==> src/rtl/aes_result_display.sv <==
// Display stage for AES results: steps through the 16 bytes of a captured word,
// converts each byte to decimal by double-dabble and drives three active-low 7-segment digits.
module aes_result_display #(
  parameter int DWELL_CYCLES = 50_000_000,
  parameter int CNT_W        = 26
) (
  input  logic         clk,
  input  logic         rst,
  input  logic         load,
  input  logic         stop,
  input  logic [127:0] data_in,
  output logic [6:0]   HEX0,
  output logic [6:0]   HEX1,
  output logic [6:0]   HEX2,
  output logic [3:0]   LEDR,
  output logic         busy,
  output logic         disp_valid
);

  typedef enum logic [1:0] {IDLE, CONVERT, SHOW} state_t;

  localparam logic [CNT_W-1:0] DWELL_LAST = CNT_W'(DWELL_CYCLES - 1);
  localparam logic [6:0]       SEG_BLANK  = 7'b1111111;

  state_t           state_reg, state_next;
  logic [127:0]     data_reg;
  logic [3:0]       byte_idx_reg;
  logic [19:0]      shift_reg;
  logic [19:0]      shift_adj;
  logic [19:0]      shift_step;
  logic [2:0]       shift_cnt_reg;
  logic [CNT_W-1:0] dwell_cnt_reg;
  logic [3:0]       byte_idx_next;
  logic [7:0]       next_byte;
  logic             last_shift;
  logic             dwell_done;

  function automatic logic [6:0] seg(input logic [3:0] d);
    case (d)
      4'd0:    seg = 7'b1000000;
      4'd1:    seg = 7'b1111001;
      4'd2:    seg = 7'b0100100;
      4'd3:    seg = 7'b0110000;
      4'd4:    seg = 7'b0011001;
      4'd5:    seg = 7'b0010010;
      4'd6:    seg = 7'b0000010;
      4'd7:    seg = 7'b1111000;
      4'd8:    seg = 7'b0000000;
      4'd9:    seg = 7'b0010000;
      default: seg = SEG_BLANK;
    endcase
  endfunction

  // Add-3 correction on each BCD nibble before the shift.
  assign shift_adj[7:0] = shift_reg[7:0];
  for (genvar gi = 0; gi < 3; gi++) begin : g_add3
    assign shift_adj[8+4*gi +: 4] = (shift_reg[8+4*gi +: 4] >= 4'd5) ?
                                    shift_reg[8+4*gi +: 4] + 4'd3 :
                                    shift_reg[8+4*gi +: 4];
  end
  assign shift_step = {shift_adj[18:0], 1'b0};

  assign last_shift    = (shift_cnt_reg == 3'd7);
  assign dwell_done    = (dwell_cnt_reg == DWELL_LAST);
  assign byte_idx_next = byte_idx_reg + 4'd1;
  assign next_byte     = data_reg[{byte_idx_next, 3'b000} +: 8];

  always_ff @(posedge clk) begin
    if (rst) state_reg <= IDLE;
    else     state_reg <= state_next;
  end

  always_comb begin
    state_next = state_reg;
    if (stop) begin
      state_next = IDLE;
    end else if (load) begin
      state_next = CONVERT;
    end else begin
      case (state_reg)
        CONVERT: if (last_shift) state_next = SHOW;
        SHOW:    if (dwell_done) state_next = CONVERT;
        default: state_next = state_reg;
      endcase
    end
  end

  always_comb begin
    busy = (state_reg == CONVERT) || (state_reg == SHOW);
  end

  always_ff @(posedge clk) begin
    if (rst) begin
      data_reg      <= '0;
      byte_idx_reg  <= '0;
      shift_reg     <= '0;
      shift_cnt_reg <= '0;
      dwell_cnt_reg <= '0;
      HEX0          <= SEG_BLANK;
      HEX1          <= SEG_BLANK;
      HEX2          <= SEG_BLANK;
      LEDR          <= '0;
      disp_valid    <= 1'b0;
    end else if (stop) begin
      HEX0       <= SEG_BLANK;
      HEX1       <= SEG_BLANK;
      HEX2       <= SEG_BLANK;
      disp_valid <= 1'b0;
    end else if (load) begin
      data_reg      <= data_in;
      byte_idx_reg  <= '0;
      shift_reg     <= {12'd0, data_in[7:0]};
      shift_cnt_reg <= '0;
    end else begin
      case (state_reg)
        CONVERT: begin
          shift_reg     <= shift_step;
          shift_cnt_reg <= shift_cnt_reg + 3'd1;
          if (last_shift) begin
            // The display is fed from the final shifted value, not the registered one.
            HEX0          <= seg(shift_step[11:8]);
            HEX1          <= seg(shift_step[15:12]);
            HEX2          <= seg(shift_step[19:16]);
            LEDR          <= byte_idx_reg;
            disp_valid    <= 1'b1;
            dwell_cnt_reg <= '0;
          end
        end
        SHOW: begin
          if (dwell_done) begin
            byte_idx_reg  <= byte_idx_next;
            shift_reg     <= {12'd0, next_byte};
            shift_cnt_reg <= '0;
            dwell_cnt_reg <= '0;
          end else begin
            dwell_cnt_reg <= dwell_cnt_reg + CNT_W'(1);
          end
        end
        default: ;
      endcase
    end
  end

endmodule

==> config.mk <==
export PLATFORM = sky130hd
export DESIGN_NAME = aes_result_display
export DESIGN_NICKNAME = d
export VERILOG_FILES = /design/src/rtl/aes_result_display.sv
export SDC_FILE = /design/constraint.sdc
export NUM_CORES = 1
export LEC_CHECK = 0
export CORE_AREA = 4 4 144 146
export CTS_CLUSTER_SIZE = 20
export DETAILED_ROUTE_END_ITERATION = 6
export DIE_AREA = 0 0 148 150
export GPL_TIMING_DRIVEN = 0
export PLACE_DENSITY = 0.75
export SYNTH_ARGS = -nofsm -noshare
export SYNTH_HDL_FRONTEND = slang
export SYNTH_SLANG_ARGS = --single-unit
==> constraint.sdc <==
create_clock -name clk -period 3.6 [get_ports clk]
set_input_delay 1.08 -clock clk [delete_from_list [all_inputs] [get_ports clk]]
set_output_delay 1.08 -clock clk [all_outputs]
set_load 0.005 [all_outputs]
# Yosys cells after proc, flatten, opt, wreduce, memory -nomap -nowiden
# Memories as Yosys holds them, arrays and structs flattened. A register that Yosys moved wholly into a read port is not among the register bits.
# Index checks and enable logic that the tools add are counted.
# word_totals
ff_bits	188
latchBits	0
ram_bits	0
romBits	336
input_bits	132
wordCells	66
n_memories	3
# op_classes
add_sub_neg	6
multipliers	0
div	0
magnitude_cmp	3
eq_ne	8
shifts	1
muxes	19
bitwise_logic	2
reduce_logical	15
# memory_table
memory	words	width	read_ports	rd_ports_with_merged_regs	write_ports	line	text
(name not given)	16	7	1	1	0	39	case (d)
(name not given)	16	7	1	1	0	39	
(name not given)	16	7	1	1	0	39	
# ops
op	n
128-bit by 8-bit variable part select with 8-bit output	1
26-bit two-way mux	2
26-bit case mux with 2 select lines	1
20-bit two-way mux	2
20-bit case mux with 2 select lines	1
26-bit by 1-bit adder with 26-bit output (second input constant)	1
26-bit equality test (second input constant)	1
4-bit two-way mux	5
3-bit AND reduction	5
4-bit by 3-bit greater-or-equal comparator with 1-bit output (second input constant)	3
3-bit two-way mux	3
4-bit by 2-bit adder with 4-bit output (second input constant)	2
4-bit AND reduction	2
3-bit != test (second input constant)	2
3-bit case mux with 2 select lines	1
2-bit nonzero test	3
4-bit by 1-bit adder with 4-bit output (second input constant)	1
2-bit two-way mux	2
2-bit != test (second input constant)	2
2-bit case mux with 2 select lines	1
3-bit by 1-bit adder with 3-bit output (second input constant)	1
3-bit by 2-bit adder with 3-bit output (second input constant)	1
3-bit equality test (second input constant)	1
3-bit nonzero test	1
other kinds (8)	9

# Depth between registers and ports, before layout
# Gate-level depths: netlist (run 1).
# logic_depth
word_depth	5
ltp_mapped	10

# Worst setup path after synthesis (run 1)
# OpenSTA, ideal clock, no wires.
# synth_path
path_type	input port to flip-flop
start	in load
end	reg dwell_cnt_reg[25]
setup_time_ps	117
t_arrival_ps	2376
required_ps	3483
slack_ps	1107
path_stages	7
path_buffers	1
path_cell_list	clkbuf_1 nor2_1 nor4b_4 nor2b_1 nand4_1 xor2_1 nor2_1
# synth_via
elab_chain_len	2
# synth_lines
item	line	text
start, declared	9	input logic load,
1-bit inverter (no line)	--	
4-bit AND reduction (no line)	--	
end signal, assigned	136	dwell_cnt_reg <= dwell_cnt_reg + CNT_W'(1);
end, declared	32	logic [CNT_W-1:0] dwell_cnt_reg;
# No other way between the ends.
# A chain may end at the register's enable or synchronous reset.

# Final worst setup path (run 1)
# layout_path
start	in load
end	reg data_reg[39]
# layout_via
elab_chain_len	1
# layout_lines
item	line	text
2-bit AND reduction (no line)	--	
end signal, assigned	110	data_reg <= data_in;
end, declared	26	logic [127:0] data_reg;
# No other way between the ends.

==> results of run 1 <==
area by class of cell:
| type | instances | area [sq um] | share of cell area |
|---|---|---|---|
| multi-input cells | 959 | 4970 | 0.407 |
| flip-flops and latches | 209 | 4180 | 0.342 |
| clock inverters | 6 | 58.8 | 0.00481 |
| well taps | 265 | 332 | 0.0271 |
| clock buffers | 32 | 679 | 0.0556 |
| plain buffers | 86 | 353 | 0.0289 |
| repair buffers | 158 | 1580 | 0.129 |
| inverters | 17 | 63.8 | 0.00522 |
power breakdown:
group	leakage (nW)	internal [mW]	switching [mW]
Clock	0.370	1.38	0.911
Sequential	1.70	2.39	0.0478
Combinational	2.25	0.212	0.217
metrics by stage:
step	hold slack, ps	area (sq um)	setup slack (ps)	std cells
2_1_floorplan	432	9570	1110	1271
3_3_place_gp	439	11500	-155	1694
3_5_place_dp	446	11500	-173	1694
4_1_cts	454	12200	326	1732
5_1_grt	468	12200	176	1732
6_report	455	12200	358	1732
worst paths after layout:
| path | end | slack (ps) | cells past startpoint |
|---|---|---|---|
| setup / recovery | data_reg[39] | 360 | 8 |
| hold / removal | data_reg[113] | 460 | 2 |
| setup reg to reg | shift_reg[3] | 940 | 9 |
| hold reg to reg | data_reg[113] | 460 | 2 |
per-layer routing:
metal | vias to the layer above | GRT usage | wire length (um)
met1 | 4328 | 0.323 | 12100
met4 | 0 | 0.0697 | 838
met3 | 58 | 0.0348 | 1730
met5 | - | 0 | 0
li1 | 4693 | - | -
met2 | 326 | 0.412 | 13000
cells by family after synthesis:
| logic type | count (synthesis) | synth area share |
|---|---|---|
| and+or+nand+nor | 606 | 0.273 |
| AOI/OAI and AO/OA | 288 | 0.172 |
| DFF | 209 | 0.437 |
| buffers and inverters | 103 | 0.0435 |
| muxes | 26 | 0.0327 |
| xor gates and xnor gates | 23 | 0.0210 |
| adders and majority gates | 16 | 0.0209 |
cells in the final DEF, fill, tap and decap left out, drive strengths merged, types with 4 or more instances in the layout:
cell type      instances
mux4                   4
a22oi                  8
nor4bb                 4
clkinv                 6
nand2                412
ha                    16
nor3                  12
nand2b                10
clkdlybuf4s50        158
nand4                 11
o31ai                  4
a21o                   7
nor4                   6
nor3b                  4
nand3                 63
dfxtp                209
a41oi                  7
nor2                  55
mux2i                 20
inv                   16
xor2                  13
xnor2                 10
buf                   14
o211ai                 4
a211oi                 4
and3                   8
a311oi                 6
clkbuf               104
and2                   5
a31oi                 14
a221oi                 4
o21ai                 35
a21oi                179
nor2b                  5
critical path: cells and delay by family:
family,cells,cell delay [ps]
buf+inv,5,2070
simple gates,2,350
compound gates,1,160
==> impl_results.md, run 1 <==
* CTS Hold Bufs at 0
* Root Buffer: clkbuf_16
* Worst min path class: flop to flop
* Drt via density at 5.43
* P_leak at 4.33 nW
* HP Start: data_reg[113]
* Share of layout cells above drive strength 1 at 0.0416
* Total Routed Length at 27.6 mm
* H-tree depth at 1
* Avg Inst Size Synth at 7.53 sq um
* Clk slew on worst S/H paths at 60 ps
* CTS tree: built
* CP Class: input pin to flop
* DRC Markers at 0
* CTS max path bufs at 3
* # fillers at 1,804
* Max Cap Viol at 0
* Fin nets at 1,601
* Post-CTS setup buffers at 0
* Initial DRC Count at 663
* EDFF count, synth at 0
* I/O pin count at 159
* Top FF cell, synth: dfxtp_1
* Post-CTS Resized at 0
* Final Critical Period at 3240 ps
* Final Hold Fails at 0
* Max Fclk at 308 MHz
* Crit path max fanout at 10
* Req. time, crit path at 4030 ps
* Mapped Area at 9570 sq um
* Yosys top cell area share at 0.437
* Status: completed
* Row Count at 51
* Largest net degree at the start of global routing at 14
* Ys Warns at 0
* Setup_tns at 0 ps
* Post-synthesis sequential area ratio at 0.437
* Final setup fails at 0
* Worst slew margin at 0.460
* Antenna cells at 0
* Routed len/inst at 16.0 um
* Tot Pwr at 5.15 mW
* Grt ovf at 0
* Reg-to-Reg Start: byte_idx_reg[0]
* Crit path max-delay cell type: clkbuf_1
* CTS sink count at 209
* #FFs+latches synth at 209
* Die area at 22,200 sq um
* Post-DP HPWL at 21.0 mm
* Core area at 19,400 sq um
* Most frequent cell after synthesis: nand2_1
* Ranking of synthesized cells by area: dfxtp_1 44%, nand2_1 16%, a21oi_1 9.4%, nand3_1 3.2%, clkbuf_1 2.8%
* P&R area growth vs syn at 27.7%
* Post-layout util at 0.630
* Most Frequent Cell on Critical Path: clkbuf_1
* Port bufs at 158
* CP cell instances: clkdlybuf4s50_1 -> clkbuf_1 -> inv_1 -> nor2_1 -> clkbuf_1 -> clkbuf_1 -> nand2_1 -> a21oi_1
* Post-synth ARST share at 0
* Die X at 148 um
* Vias in the first global route at 8,824
* First-pass GRT wire length at 44.1 mm
* 1st-pass router iterations at 6
* Max VDD drop at 0.000316 V
* Area leader, netlist: dfxtp_1
* Total track usage at 0.243
* CTS Buf Count at 22
* PD cells at 421 nW/um^2
* Highest cell delay on the worst timing path at 570 ps
* Chip Height at 150 um
* Worst skew pair latency at 500 ps
* Max FFs per register at 128
* RSZ-0062 raised after global routing: false
* Routed via count at 9,405
* Final Max Tran Viols at 0
* Count of cell types in the netlist at 63
* Detail Route Antenna Nets at 0
* Worst slew pin tran at 803 ps
* Post-Synthesis Cells at 1,271
* Initial antenna violation count at 0
* Crit path capture type: flop
* GPL Wtd Cong at 0.904
* CP arrival at 3670 ps
* Part of the cycle the worst path needs at 0.901
* Crit path launch: load
* Commonest cells post-synth: 412 x nand2_1, 209 x dfxtp_1, 179 x a21oi_1
* Worst Setup Start Kind: input pin
* Initial Util at 0.493
* Skew final at 10.3 ps
* Syn_nets at 1,419
No activity file was read; power rests on OpenSTA's default activity.
==> run 2: changes to the inputs <==
- CTS_CLUSTER_DIAMETER: not set -> 30
==> run 2 against run 1 <==
Clock power is 76% higher. First-iteration DRC count grew 11%. Die area did not move. Clock skew is 13 ps higher. Sequential power is essentially flat. Worst hold slack lost 1.6 ps. Utilization rose by 3.9 points. Critical endpoint is now data_reg[35]. Largest power group is now clock. Highest routed layer unchanged.
==> impl_results.md, run 2 (same netlist as run 1, synthesis figures left out) <==
* First-pass GRT wire length at 45.8 mm
* PD cells at 532 nW/um^2
* Highest cell delay on the worst timing path at 590 ps
* Total Routed Length at 28.8 mm
* CP top delay family: buffers and inverters
* Routed len/inst at 16.3 um
* Most Frequent Cell on Critical Path: clkbuf_1
* Routed via count at 9,654
* Crit path max-delay cell type: clkbuf_1
* Skew final at 23.2 ps
* Crit path launch: load
* H-tree depth at 2
* Worst slew pin tran at 805 ps
* Req. time, crit path at 4040 ps
* Fin nets at 1,621
* Buf+Inv Stages, Crit Path at 5
* Fin cells at 1,771
* Max Cap Viol at 0
* Post-CTS setup buffers at 0
* Initial antenna violation count at 0
* Final Hold Fails at 0
* Initial DRC Count at 738
* R2R cell count at 7
* Largest net degree at the start of global routing at 12
* P&R area growth vs syn at 35.7%
* RSZ-0062 raised after global routing: false
* CP arrival at 3720 ps
* Critical R2R Capture: shift_reg[9]
* Die area at 22,200 sq um
* Port bufs at 158
* Grt ovf at 0
* Worst min path class: flop to flop
* Max Fclk at 305 MHz
* Cell Area, Placed at 11,500 sq um
* Critical path endpoint: data_reg[35]
* Crit path max fanout at 10
* Share of layout cells above drive strength 1 at 0.0664
* GPL Wtd Cong at 0.904
* Worst slew margin at 0.459
* Finished Cell Area at 13,000 sq um
* 1st-pass router iterations at 5
* Max FFs per register at 128
* DR top layer: met4
* Multi-input logic area at 4970 sq um
* Worst skew pair latency at 520 ps
* CTS Hold Bufs at 0
* Metal-1 WL at 12.1 mm
* Setup_tns at 0 ps
* Worst Setup Start Kind: input pin
* Total track usage at 0.254
* Seq. cell area at 4180 sq um
* Status: completed
* Max VDD drop at 0.000298 V
* Chip Height at 150 um
* CP cell instances: clkdlybuf4s50_1 -> clkbuf_1 -> inv_1 -> nor2_1 -> clkbuf_1 -> clkbuf_1 -> nand2_1 -> a21oi_1
* Final setup fails at 0
* Post-DP HPWL at 21.0 mm
* Final Max Tran Viols at 0
* Clk slew on worst S/H paths at 50 ps
* Drt via density at 5.45
* Reg-to-Reg Start: state_reg[0]
* Inst Count DP at 1,694
* Core area at 19,400 sq um
* CTS Buf Count at 42
* CP Depth at 8
* Met3 WL at 2.15 mm
* Root Buffer: clkbuf_16
* Antenna cells at 0
* Part of the cycle the worst path needs at 0.911
* Detail Route Antenna Nets at 0
* Most common cell after layout, fill and taps aside: nand2_1
* R2r setup slk at 960 ps
* CP Class: input pin to flop
* Die X at 148 um
* CTS max path bufs at 3
* # fillers at 1,721
* Crit path capture type: flop
* CTS tree: built
* Final Critical Period at 3280 ps
* I/O pin count at 159
* Vias in the first global route at 9,237
* P_leak at 4.67 nW
* Most frequent cells in the layout: 412 x nand2_1, 209 x dfxtp_1, 179 x a21oi_1
* Initial Util at 0.493
* Post-CTS Resized at 0
* Row Count at 51
* DRC Markers at 0
* Met2 WL at 13.5 mm
* CTS sink count at 209
==> run 2: cell types whose count changed in the layout (fill, tap and decap cells not counted), sizes merged <==
cell      delta
bufinv       +5
clkinv       +5
clkinvlp     +7
inv          +5
clkbuf      +17
==> run 2: worst min-delay path, delay by kind of cell (launching register included) <==
kind	cells	cell delay (ps)
DFF	1	310
and+or+nand+nor	1	50
AOI/OAI and AO/OA	1	50
==> run 2: how the worst min path moves through the flow <==
stage,start,end,slack (ps),depth (start not counted)
2_1_floorplan,shift_reg[17],shift_reg[17],430,2
3_3_place_gp,shift_reg[17],shift_reg[17],440,2
3_5_place_dp,shift_reg[17],shift_reg[17],450,2
4_1_cts,shift_reg[17],shift_reg[17],450,2
5_1_grt,shift_reg[17],shift_reg[17],470,2
6_report,shift_reg[17],shift_reg[17],450,2
==> run 2: layout make-up <==
cell class | instances | share of cell area
Clock buffer | 49 | 0.0877
Timing Repair Buffer | 158 | 0.122
Buffer | 86 | 0.0272
Multi-Input combinational cell | 959 | 0.383
Sequential cell | 209 | 0.322
Inverter | 17 | 0.00491
Clock inverter | 28 | 0.0280
Tap cell | 265 | 0.0255
==> run 2: routing by layer <==
metal  vias up  track usage
li1       4749            -
met1      4397        0.324
met2       422        0.425
met3        86       0.0469
met4         0        0.101
met5         -            0
==> run 2: report_power, final <==
group          internal, mW  switching, mW
combinational         0.212          0.218
sequential             2.39         0.0483
clock                  2.72           1.32
total                  5.33           1.59
==> run 2: metrics by stage <==
| step | total power, mW | setup slack (ps) | utilization | hold WS [ps] |
|---|---|---|---|---|
| floorplan | 2.67 | 1110 | - | 432 |
| global placement | 2.90 | -155 | 0.592 | 439 |
| detailed placement | 2.91 | -173 | 0.592 | 446 |
| CTS | 6.95 | 311 | 0.670 | 453 |
| global route | 7.13 | 189 | 0.670 | 466 |
| finish | 6.91 | 322 | 0.670 | 454 |
==> run 3: changes to the inputs <==
- SETUP_SLACK_MARGIN: not set -> 0.15
- TNS_END_PERCENT: not set -> 30
==> results of run 3 <==
The final DEF is identical to that of run 2; final timing and power are the same.
